$ cat config.mk
export PLATFORM = sky130hd
export DESIGN_NAME = sisc_ctrl_fsm
export DESIGN_NICKNAME = d
export VERILOG_FILES = /design/src/rtl/sisc_ctrl_fsm.sv
export SDC_FILE = /design/constraint.sdc
export NUM_CORES = 1
export LEC_CHECK = 0
export BUFFER_PORTS_ARGS = -buffer_cell sky130_fd_sc_hd__buf_2
export CAP_MARGIN = 20
export CORE_AREA = 2 2 39 41
export CTS_CLUSTER_DIAMETER = 40
export DETAILED_ROUTE_END_ITERATION = 8
export DIE_AREA = 0 0 41 43
export GPL_ROUTABILITY_DRIVEN = 1
export HOLD_SLACK_MARGIN = 0.08
export PLACE_DENSITY_LB_ADDON = 0.05
export SYNTH_ARGS = -nofsm -noshare
export SYNTH_HDL_FRONTEND = slang
export SYNTH_SLANG_ARGS = --single-unit
$ cat constraint.sdc
create_clock -name clk -period 2.35 [get_ports clk]
set_clock_uncertainty 0.1 [all_clocks]
set_input_delay 0.235 -clock clk [delete_from_list [all_inputs] [get_ports clk]]
set_output_delay 0.235 -clock clk [all_outputs]
set_load 0.02 [all_outputs]
$ cat src/rtl/sisc_ctrl_fsm.sv
// SISC control sequencer: fetch/decode/execute/mem/writeback with data-memory
// handshake, conditional/relative branching and a sticky halt state.
module sisc_ctrl_fsm #(
    parameter int unsigned OP_W     = 4,
    parameter int unsigned CC_W     = 4,
    parameter int unsigned IMM_MM   = 8,
    parameter int unsigned MEM_WAIT = 1
) (
    input  logic            clk,
    input  logic            rst_f,
    input  logic [OP_W-1:0] opcode,
    input  logic [CC_W-1:0] mm,
    input  logic [CC_W-1:0] stat,
    input  logic            mem_rdy,
    output logic            ir_load,
    output logic            pc_write,
    output logic            pc_sel,
    output logic            br_sel,
    output logic [1:0]      alu_op,
    output logic            rf_we,
    output logic            wb_sel,
    output logic            dm_re,
    output logic            dm_we,
    output logic            halted,
    output logic            bad_op,
    output logic [2:0]      state
);

    typedef enum logic [2:0] {
        ST_START0    = 3'd0,
        ST_START1    = 3'd1,
        ST_FETCH     = 3'd2,
        ST_DECODE    = 3'd3,
        ST_EXECUTE   = 3'd4,
        ST_MEM       = 3'd5,
        ST_WRITEBACK = 3'd6,
        ST_HALT      = 3'd7
    } state_t;

    localparam logic [OP_W-1:0] OP_NOOP = OP_W'(0);
    localparam logic [OP_W-1:0] OP_LOD  = OP_W'(1);
    localparam logic [OP_W-1:0] OP_STR  = OP_W'(2);
    localparam logic [OP_W-1:0] OP_SWP  = OP_W'(3);
    localparam logic [OP_W-1:0] OP_BRA  = OP_W'(4);
    localparam logic [OP_W-1:0] OP_BRR  = OP_W'(5);
    localparam logic [OP_W-1:0] OP_BNE  = OP_W'(6);
    localparam logic [OP_W-1:0] OP_BNR  = OP_W'(7);
    localparam logic [OP_W-1:0] OP_ALU  = OP_W'(8);
    localparam logic [OP_W-1:0] OP_HLT  = OP_W'(15);

    localparam logic [CC_W-1:0] MM_IMM = CC_W'(IMM_MM);

    localparam logic [1:0] ALU_RR   = 2'b00;
    localparam logic [1:0] ALU_IMM  = 2'b01;
    localparam logic [1:0] ALU_PASS = 2'b10;
    localparam logic [1:0] ALU_SWAP = 2'b11;

    state_t cur_q;
    state_t nxt;

    logic is_noop, is_lod, is_str, is_swp, is_bra, is_brr, is_bne, is_bnr;
    logic is_alu, is_hlt, is_bad, is_br, cc_hit, br_taken;
    logic [1:0] exe_alu_op;

    // Full-width compares: any set bit above the 4-bit code makes the opcode undefined.
    assign is_noop = (opcode == OP_NOOP);
    assign is_lod  = (opcode == OP_LOD);
    assign is_str  = (opcode == OP_STR);
    assign is_swp  = (opcode == OP_SWP);
    assign is_bra  = (opcode == OP_BRA);
    assign is_brr  = (opcode == OP_BRR);
    assign is_bne  = (opcode == OP_BNE);
    assign is_bnr  = (opcode == OP_BNR);
    assign is_alu  = (opcode == OP_ALU);
    assign is_hlt  = (opcode == OP_HLT);
    assign is_br   = is_bra | is_brr | is_bne | is_bnr;
    assign is_bad  = ~(is_noop | is_lod | is_str | is_swp | is_br | is_alu | is_hlt);

    assign cc_hit   = |(mm & stat);
    assign br_taken = (is_bra | is_brr) ? cc_hit : ~cc_hit;

    // ALU mode chosen in EXECUTE and held through WRITEBACK.
    always_comb begin
        exe_alu_op = ALU_PASS;
        if (is_alu)
            exe_alu_op = (mm == MM_IMM) ? ALU_IMM : ALU_RR;
        else if (is_lod | is_str)
            exe_alu_op = ALU_IMM;
        else if (is_swp)
            exe_alu_op = ALU_SWAP;
    end

    always_ff @(posedge clk) begin
        if (rst_f)
            cur_q <= ST_START0;
        else
            cur_q <= nxt;
    end

    always_comb begin
        nxt      = cur_q;
        ir_load  = 1'b0;
        pc_write = 1'b0;
        pc_sel   = 1'b0;
        br_sel   = 1'b0;
        alu_op   = ALU_PASS;
        rf_we    = 1'b0;
        wb_sel   = 1'b0;
        dm_re    = 1'b0;
        dm_we    = 1'b0;
        halted   = 1'b0;
        bad_op   = 1'b0;
        case (cur_q)
            ST_START0: nxt = ST_START1;
            ST_START1: nxt = ST_FETCH;
            ST_FETCH: begin
                nxt      = ST_DECODE;
                ir_load  = 1'b1;
                pc_write = 1'b1;
            end
            ST_DECODE: begin
                nxt    = is_hlt ? ST_HALT : ST_EXECUTE;
                bad_op = is_bad;
            end
            ST_EXECUTE: begin
                alu_op = exe_alu_op;
                if (is_lod | is_str)
                    nxt = ST_MEM;
                else if (is_alu | is_swp)
                    nxt = ST_WRITEBACK;
                else
                    nxt = ST_FETCH;
                if (is_br) begin
                    br_sel = is_brr | is_bnr;
                    if (br_taken) begin
                        pc_write = 1'b1;
                        pc_sel   = 1'b1;
                    end
                end
            end
            ST_MEM: begin
                alu_op = ALU_IMM;
                dm_re  = is_lod;
                dm_we  = is_str;
                if ((MEM_WAIT != 0) && !mem_rdy)
                    nxt = ST_MEM;
                else
                    nxt = is_lod ? ST_WRITEBACK : ST_FETCH;
            end
            ST_WRITEBACK: begin
                nxt    = ST_FETCH;
                rf_we  = 1'b1;
                wb_sel = is_lod;
                alu_op = exe_alu_op;
            end
            ST_HALT: begin
                nxt    = ST_HALT;
                halted = 1'b1;
            end
            default: nxt = ST_START0;
        endcase
    end

    assign state = cur_q;

endmodule

==> results.cfg <==
[floorplan]
start_util_pct = 32.4
dieArea_um2 = 1760
rows = 14
core_area_um2 = 1380
die_width_um = 41
die_h_um = 43
ios = 30

[logic_synthesis]
synth_edf_count = 0
seq_area_frac_synth_pct = 13.4
yosysUniqueCellTypes = 33
syn-cell-area_um2 = 448
ys.flop_type = dfxtp_1
syn_inst = 65
ys_ff_latch = 3
syn_avg_cell_area_um2 = 6.89
async_flop_share_pct = 0
ys.warnings.count = 0
synth_fp_nets = 80

[sta]
setup-tns-final_ns = 0
drv_slew = 0
relSlewSlack_pct = 62.4
hold_slack_ns = 0.101
hold_violations = 0
tightest_slew_ns = 0.563
setup_violations = 0
clock.fmax_ghz = 0.522
fin_crit_ns = 1.92
period_share_pct = 81.6
setup_slack_ns = 0.433
grt_setup_unrepaired = no

[clock_network]
cts_tree = built
h-tree-depth = 1
postCtsSetupRepairBufs = 0
worstSkewPairLatency_ns = 0.24
cts_hold_buf = 0
numCtsBuffers = 3
clkTransAtPathRegs_ns = 0.04
clock_sinks = 3
ctsResizeCount = 0
cts-root-buf = clkbuf_4
max-clock-path-buffers = 2

[flow_run]
maxCapViolCount = 0

[route]
first_iter_violations = 9
vias = 564
antenna_left = 0
avgRoutedWirePerCell_um = 11.7
drtPass1Iterations = 4
viasPerCell = 5.22
drc = 0
wl_um = 1270

[pwr]
total_power_mw = 0.265
vdd_drop_max_v = 0.000184
p_leak_nw = 0.285
power_density_nw_per_um2 = 446

[cells_and_area]
fin_cells = 108
largest_reg_flops = 3
final_cell_mix = buf_2 (29), nor2_1 (12), a21oi_1 (5)
final_nets = 108
design_area_um2 = 593
layout.cells.most_common = buf_2
diodes = 0
synthToLayoutAreaGrowth_pct = 32.4
drive_above_1_share_pct = 40.2
final_core_util_pct = 42.9

[global_routing]
grt.total_usage_pct = 16.5
grt.overflow.total = 0
antenna_found_initial = 0
grt_max_degree = 19
grt_pass1_vias = 464
grt_pass1_wl_um = 1950

[setup_path]
cp-end-kind = output port
path_class = reg2out
cp-start-kind = register
cp_max_fo = 12
cp.required_ns = 2.02
worstPathArrival_ns = 1.58

[placement]
post-place-ws_ns = 0.691
gp_congestion = 0.704
portBuffers = 29
post-place-cells = 104
hpwl_um = 941
placed_cell_area_um2 = 567

[run_status]
status = finished clean

[worst_hold_path]
hold_class = in2reg
==> final timing paths <==
kind	cells past startpoint	end	slack, ns	startpoint
setup / recovery	4	pc_write	0.43	state[2]
hold / removal	2	state[0]	0.10	rst_f
setup reg to reg	4	state[2]	0.92	state[0]
hold reg to reg	2	state[1]	0.56	state[1]
==> layer usage <==
layer,global-route usage [%],vias up,wire (um)
met2,25.0,23,611
met4,10.0,0,19
met1,19.4,248,565
met5,0,-,0
li1,-,291,-
met3,4.71,2,69
==> where the power goes <==
part | switching [mW] | leakage [nW] | internal (mW) | total, mW
Combinational | 0.0592 | 0.245 | 0.0384 | 0.0976
Sequential | 0.0172 | 0.0248 | 0.0568 | 0.0740
Clock | 0.0292 | 0.0150 | 0.0638 | 0.0930
==> worst max-delay path, cell delays in order, from the launching register on <==
cell,delay (ns)
dfxtp_1,0.51
nor3b_2,0.31
nand3b_1,0.16
o22ai_1,0.17
buf_2,0.19
==> logic make-up after synthesis <==
group	share of synthesized area [%]
AOI/OAI and AO/OA	31.6
DFF	13.4
xor gates and xnor gates	3.91
and+or+nand+nor	39.1
buffers and inverters	12.0
==> cells in the mapped netlist, types with 2 or more instances <==
library cell / number / area [um^2]
dfxtp_1: 3 / 60.1
nor3_1: 4 / 20.0
o31ai_1: 2 / 15.0
nand3b_1: 2 / 15.0
xor2_1: 2 / 17.5
buf_2: 4 / 20.0
a21oi_1: 5 / 25.0
o21ai_1: 2 / 10.0
nand2b_1: 2 / 12.5
nor2_1: 12 / 45.0
a21boi_0: 2 / 15.0
nand4_1: 2 / 12.5
a21boi_1: 2 / 15.0
nand2_1: 2 / 7.51
==> area by class of cell <==
class	instances	area, um^2
clock buffer	4	26.3
timing repair buffer	29	145
multi-input combinational	54	334
inverter	2	7.51
fill	160	791
sequential	3	60.1
tap	16	20.0
Power figures use the tool's default switching activity.
